$ cat src/rtl/sprite_rom_arbiter.sv
// sprite_rom_arbiter: shares one synchronous sprite ROM read port between
// the logo fetcher (requester 0) and the ghost fetcher (requester 1).
// Grants at most one read per cycle, tags each read with its requester id,
// routes returned words back, and keeps per-frame saturating stall counters.
//
// Ports:
//   clk, arst                  pixel clock, async active-high reset
//   frame_sync                 start-of-frame pulse (clears pointer/counters)
//   prio_fixed                 1 = requester 0 always wins, 0 = round-robin
//   reqN_valid/addr/ready      request handshake per requester (ready is comb)
//   rspN_valid/data            registered response per requester
//   rom_addr, rom_en, rom_q    ROM read port (ROM_LAT cycles latency)
//   stallN_cnt                 saturating per-frame stall counters
module sprite_rom_arbiter #(
  parameter int unsigned ADDR_W  = 14,
  parameter int unsigned DATA_W  = 16,
  parameter int unsigned ROM_LAT = 1   // legal range 1..4
) (
  input  logic              clk,
  input  logic              arst,
  input  logic              frame_sync,
  input  logic              prio_fixed,
  input  logic              req0_valid,
  input  logic [ADDR_W-1:0] req0_addr,
  output logic              req0_ready,
  input  logic              req1_valid,
  input  logic [ADDR_W-1:0] req1_addr,
  output logic              req1_ready,
  output logic              rsp0_valid,
  output logic [DATA_W-1:0] rsp0_data,
  output logic              rsp1_valid,
  output logic [DATA_W-1:0] rsp1_data,
  output logic [ADDR_W-1:0] rom_addr,
  output logic              rom_en,
  input  logic [DATA_W-1:0] rom_q,
  output logic [15:0]       stall0_cnt,
  output logic [15:0]       stall1_cnt
);

  localparam int unsigned CNT_W = 16;
  localparam int unsigned TAG_N = ROM_LAT + 1;
  localparam logic [CNT_W-1:0] CNT_MAX = '1;

  logic              last;      // id of the most recent grant (round-robin pointer)
  logic              gnt_v_c;
  logic              gnt_id_c;
  logic [ADDR_W-1:0] gnt_addr_c;
  logic [TAG_N-1:0]  tag_v;
  logic [TAG_N-1:0]  tag_id;

  // Grant selection; the non-`last` requester wins a round-robin tie
  always_comb begin
    gnt_v_c  = req0_valid | req1_valid;
    gnt_id_c = 1'b0;
    if (req0_valid && req1_valid) begin
      gnt_id_c = prio_fixed ? 1'b0 : ~last;
    end else if (req1_valid) begin
      gnt_id_c = 1'b1;
    end
    gnt_addr_c = gnt_id_c ? req1_addr : req0_addr;
  end

  assign req0_ready = gnt_v_c & ~gnt_id_c;
  assign req1_ready = gnt_v_c & gnt_id_c;

  // Round-robin pointer; frame_sync overrides a coincident handshake
  always_ff @(posedge clk or posedge arst) begin
    if (arst) begin
      last <= 1'b1;
    end else if (frame_sync) begin
      last <= 1'b1;
    end else if (gnt_v_c) begin
      last <= gnt_id_c;
    end
  end

  // ROM issue register; address holds when idle
  always_ff @(posedge clk or posedge arst) begin
    if (arst) begin
      rom_addr <= '0;
      rom_en   <= 1'b0;
    end else begin
      rom_en <= gnt_v_c;
      if (gnt_v_c) begin
        rom_addr <= gnt_addr_c;
      end
    end
  end

  // Tag pipeline: last stage is aligned with the cycle rom_q is valid
  always_ff @(posedge clk or posedge arst) begin
    if (arst) begin
      tag_v  <= '0;
      tag_id <= '0;
    end else begin
      tag_v  <= {tag_v[TAG_N-2:0], gnt_v_c};
      tag_id <= {tag_id[TAG_N-2:0], gnt_id_c};
    end
  end

  // Response routing; data holds its last value between pulses
  always_ff @(posedge clk or posedge arst) begin
    if (arst) begin
      rsp0_valid <= 1'b0;
      rsp1_valid <= 1'b0;
      rsp0_data  <= '0;
      rsp1_data  <= '0;
    end else begin
      rsp0_valid <= tag_v[TAG_N-1] & ~tag_id[TAG_N-1];
      rsp1_valid <= tag_v[TAG_N-1] & tag_id[TAG_N-1];
      if (tag_v[TAG_N-1] && !tag_id[TAG_N-1]) begin
        rsp0_data <= rom_q;
      end
      if (tag_v[TAG_N-1] && tag_id[TAG_N-1]) begin
        rsp1_data <= rom_q;
      end
    end
  end

  // Saturating stall count; frame_sync clears even over a same-cycle stall
  function automatic logic [CNT_W-1:0] next_stall(input logic [CNT_W-1:0] cnt,
                                                  input logic stall,
                                                  input logic clr);
    logic [CNT_W-1:0] nxt;
    nxt = cnt;
    if (clr) begin
      nxt = '0;
    end else if (stall && (cnt != CNT_MAX)) begin
      nxt = cnt + CNT_W'(1);
    end
    return nxt;
  endfunction

  always_ff @(posedge clk or posedge arst) begin
    if (arst) begin
      stall0_cnt <= '0;
      stall1_cnt <= '0;
    end else begin
      stall0_cnt <= next_stall(stall0_cnt, req0_valid & ~req0_ready, frame_sync);
      stall1_cnt <= next_stall(stall1_cnt, req1_valid & ~req1_ready, frame_sync);
    end
  end

endmodule

$ cat config.mk
export PLATFORM = sky130hd
export DESIGN_NAME = sprite_rom_arbiter
export DESIGN_NICKNAME = d
export VERILOG_FILES = /design/src/rtl/sprite_rom_arbiter.sv
export SDC_FILE = /design/constraint.sdc
export NUM_CORES = 1
export LEC_CHECK = 0
export CAP_MARGIN = 20
export CORE_UTILIZATION = 35
export DETAILED_ROUTE_END_ITERATION = 12
export PLACE_DENSITY = 0.71
export SLEW_MARGIN = 20
export SYNTH_ARGS = -nofsm -noshare
export SYNTH_HDL_FRONTEND = slang
export SYNTH_SLANG_ARGS = --single-unit
$ cat constraint.sdc
create_clock -name clk -period 2.9 [get_ports clk]
set_input_delay 0.725 -clock clk [delete_from_list [all_inputs] [get_ports clk]]
set_output_delay 0.725 -clock clk [all_outputs]
set_load 0.01 [all_outputs]
# --- After elaboration in Yosys (flattened, before gate mapping) ---
# Index checks and enable logic that the tools add are counted.
op_classes:
  n_reduce_logical: 9
  n_eq_ne: 2
  addsub: 2
  bitwise_logic: 12
  muxes: 10
op_table:
  columns: ["op", "n"]
  rows:
  - ["two-way mux 16 bit", 4]
  - ["adder 16 x 1 -> 16 bit, second input constant", 2]
  - ["inequality test 16 bit, second input constant", 2]
  - ["two-way mux 14 bit", 1]
  - ["bitwise AND 1 bit", 6]
  - ["nonzero test 2 bit", 3]
  - ["logical AND 1 bit", 5]
  - ["two-way mux 1 bit", 5]
  - ["inverter 1 bit", 5]
  - ["logical NOT 1 bit", 1]
  - ["bitwise OR 1 bit", 1]
totals:
  output_inout_bits: 83
  regBits: 86
  wordCells: 46
  in_bits: 50

# --- Depth between registers and ports, before layout ---
depth:
  ltp_word: 10
  ltp_mapped: 6
  ltp_nobuf: 5

# --- Least setup slack after synthesis ---
# OpenSTA, ideal clock, no wires.
synth_timing:
  path_kind: "in2out"
  start: "input port prio_fixed"
  end: "output port req0_ready"
  path_buffers: 1
  t_required_ns: 2.175
  arrival_time_ns: 1.463
  path_slack_ns: 0.712
  stages: 3
  path_cell_list: "o211ai_1 > a21oi_1 > buf_2"
synth_between:
  elab_chain_len: 4
synth_lines:
  columns: ["item", "line_no", "text"]
  rows:
  - ["start, declared", "22", "input logic prio_fixed,"]
  - ["two-way mux 1 bit", "56", "gnt_id_c = prio_fixed ? 1'b0 : ~last;"]
  - ["two-way mux 1 bit", "55", "if (req0_valid && req1_valid) begin"]
  - ["inverter 1 bit", "63", "assign req0_ready = gnt_v_c & ~gnt_id_c;"]
  - ["bitwise AND 1 bit", "63", null]
  - ["end, declared", "25", "output logic req0_ready,"]
# No other way between the ends.

# --- Worst setup path in the final report ---
layout_timing:
  start: "input port req1_valid"
  end: "output port req1_ready"
layout_between:
  elab_chain_len: 3
  word_cells_on_any_way: 5
  classes_between: "mux (2); bitwise (2); reduce/logical (1)"
layout_lines:
  columns: ["item", "line_no", "text"]
  rows:
  - ["start, declared", "26", "input logic req1_valid,"]
  - ["two-way mux 1 bit or logical AND 1 bit (tied branches)", "57, 55", null]
  - ["two-way mux 1 bit", "55", null]
  - ["bitwise AND 1 bit *", "64", "assign req1_ready = gnt_v_c & gnt_id_c;"]
  - ["end, declared", "28", "output logic req1_ready,"]
# Mark *: on every way between the ends. The rest lies on a longest branch, timed or not.

==> impl_metrics.json <==
{
  "crit_required_ns": 2.17,
  "cp-start-kind": "primary input",
  "r2r_slack_ns": 0.91,
  "status": "finished, final reports clean",
  "final_area_mm2": 0.005839,
  "start_util": 0.3641,
  "num_rows": 38,
  "grt_max_degree": 86,
  "routedWlPerCell_um": 15.42,
  "layout-drive-gt1-share": 0.1617,
  "synth_warnings": 0,
  "postSynthAreaPerCell_um2": 11.16,
  "maxCapViolations": 0,
  "cts_tree": "done",
  "areaGrowthSynthToFinish_pct": 45.39,
  "nets": 548,
  "die_h_um": 109.1,
  "path_cells": "clkdlybuf4s50_1, o211ai_1, buf_4, and2_1, dlygate4sd2_1",
  "cts_setup_buffers": 0,
  "h-tree-depth": 3,
  "numPortBuffers": 132,
  "finalWirelength_um": 9884,
  "drt-initial-drc-count": 97,
  "worst_ep_arrival_time_ns": 2.03,
  "clkPwrFrac": 0.393,
  "via_per_inst": 5.257,
  "clock_sinks": 85,
  "p_leak_uw": 0.002429,
  "ys_top_cells_by_area": "dfrtp_1 (52%), mux2_2 (12%), nand2_1 (3.6%)",
  "worst_path_largest_cell_delay_ns": 0.54,
  "switchingPower_uw": 776.5,
  "num_vias": 3370,
  "multiInputGateArea_mm2": 0.001795,
  "drt_pre_antenna_iters": 4,
  "p_per_area_mw_per_mm2": 524.7,
  "yosys_most_used_dff": "dfrtp_1",
  "synth_seq_cells": 85,
  "fin_crit_sh": 0.9504,
  "internal-power_uw": 2288,
  "ys_types": 45,
  "synth.top_cell.area_share": 0.5234,
  "pin_count": 133,
  "antenna_found_initial": 0,
  "worst_path_dominant_cell_family": "buffers and inverters",
  "num-fill-cells": 1004,
  "final-hold-violation-count": 0,
  "ir_drop_v": 0.0003058,
  "ant_nets": 0,
  "numCtsBuffers": 9,
  "netlist_area_mm2": 0.004016,
  "cts_root_buf": "clkbuf_16",
  "placement.cell_area_mm2": 0.005527,
  "track_usage": 0.1703,
  "regArea_mm2": 0.002128,
  "syn_inst": 360,
  "seqPwrFrac": 0.436,
  "setup_viol": 0,
  "worst_slew_pin_slew_ns": 0.8913,
  "fmax_ghz": 0.3628,
  "yosysMostFrequentCell": "dfrtp_1",
  "insertion_delay_ns": 0.33,
  "synth_area_leader_cell": "dfrtp_1",
  "path_class": "primary input to output pin",
  "die_area_mm2": 0.01191,
  "grt_pass1_wl_um": 15890,
  "fin_skew_ns": 0.01167,
  "die-width_um": 109.1,
  "postCtsHoldBufs": 0,
  "synth_common_cells": "dfrtp_1 (84), mux2_2 (42), nand2_1 (39)",
  "drt_drc_violations_left": 0,
  "place_congestion": 0.8072,
  "hold_class": "register to register",
  "core_region_area_mm2": 0.01103,
  "comb_power_share": 0.171,
  "hold-worst-slack_ns": 0.3503,
  "relSlewSlack": 0.4058,
  "n_antenna_cell": 0,
  "grt_setup_unrepaired": "false",
  "async_flop_share": 1.000,
  "crit_fanout": 4,
  "yosysSeqAreaShare": 0.5299,
  "cp-end-kind": "output pin",
  "crit_start": "req1_valid",
  "finalPower_uw": 3064,
  "switching_share": 0.2534,
  "synthesis.nets": 412,
  "grt_pass1_vias": 3336,
  "reg2reg_from": "stall1_cnt[0]",
  "final.min_clock_period_ns": 2.756,
  "critPathBufInv": 3,
  "drv_slew": 0,
  "dpl.hpwl_um": 6902,
  "min-delay-start": "tag_id[0]",
  "synth_edf_count": 0,
  "clkTransAtPathRegs_ns": 0.06,
  "cpMaxStageDelayCell": "clkdlybuf4s50_1",
  "cts_buffer_depth": 2,
  "grt.overflow.total": 0
}
==> flip-flops by register name, indices dropped and copies added, names as in the netlist <==
name and cells:
stall0_cnt 16, rsp0_data 16, stall1_cnt 16, rsp1_valid 1, rsp0_valid 1, tag_v 2, rom_addr 14, last 1
rsp1_data 16, tag_id 2
==> routing by layer <==
metal | up-vias | global-route usage | routed length [um]
met4 | 0 | 0.04826 | 100
met1 | 1664 | 0.2099 | 4310
met3 | 9 | 0.04244 | 568
li1 | 1602 | - | -
met2 | 95 | 0.2934 | 4905
met5 | - | 0 | 0
==> power by group through the flow <==
stage	Sequential, uW	Combinational (uW)	Clock [uW]
CTS	1340	533	1230
finish	1340	523	1210
global placement	1350	521	0
detailed placement	1360	532	0
floorplan	1400	163	0
global route	1350	568	1280
==> area by class of cell <==
type	count	share of cell area
Multi-Input combinational cell	253	0.3075
Sequential cell	85	0.3645
Clock buffer	9	0.03857
Tap cell	140	0.03000
Timing Repair Buffer	142	0.2408
Clock inverter	7	0.01478
Inverter	5	0.003857
==> path summary, 6_finish.rpt <==
check | to | cells past startpoint
max in group asynchronous | last | 3
min reg2reg | tag_id[1] | 0
min in group asynchronous | rsp0_data[11] | 3
max | req1_ready | 5
min | tag_id[1] | 0
max reg2reg | stall1_cnt[0] | 5
==> placed cells by master, fill, tap and decap left out, types with 2 or more instances in the layout <==
cell	synthesis	routed
nand4_2	2	2
nor3_1	5	5
o21ai_0	4	4
buf_4	2	9
inv_8	0	2
clkbuf_16	0	9
nand4b_1	3	3
clkdlybuf4s50_1	0	130
nand4_4	2	2
or4_1	5	5
and2_1	8	8
nand4_1	9	9
nand2_1	39	39
and4_1	6	6
a211oi_1	3	3
or3_1	6	6
mux2i_1	3	3
nand2b_1	5	5
clkinvlp_4	0	2
nand3_1	14	14
dlygate4sd2_1	0	2
a21oi_1	28	27
mux2_2	42	42
nor2b_1	11	11
and3_1	2	2
a21oi_2	1	2
nor2_1	15	15
o31ai_1	8	8
inv_1	5	4
o41ai_1	3	3
a22oi_1	14	14
inv_6	0	3
ha_1	2	2
dfrtp_1	84	84
==> cell families (layout without fill, tap and decap cells) <==
logic type / Yosys count / count (layout) / share of synthesized area
flops: 85 / 85 / 0.5299
fa+ha+maj: 2 / 2 / 0.006230
buf+inv: 22 / 163 / 0.02399
mux: 46 / 46 / 0.1290
compound gates: 66 / 66 / 0.1056
simple gates: 139 / 139 / 0.2053
==> metrics by stage <==
| stage | cells | TNS [ns] | util | setup slack [ns] |
|---|---|---|---|---|
| floorplan | 360 | 0 | - | 0.7117 |
| global placement | 625 | -0.1900 | 0.5010 | -0.1532 |
| detailed placement | 625 | -0.2358 | 0.5010 | -0.1681 |
| CTS | 641 | 0 | 0.5294 | 0.1353 |
| global route | 641 | 0 | 0.5294 | 0.08167 |
| finish | 641 | 0 | 0.5294 | 0.1438 |
==> what timing repair did <==
item | in CTS | in global routing
resized for setup | 3 | 0
setup endpoints to repair | 2 | 0
hold endpoints to repair | 0 | 0
Power figures use the tool's default switching activity.
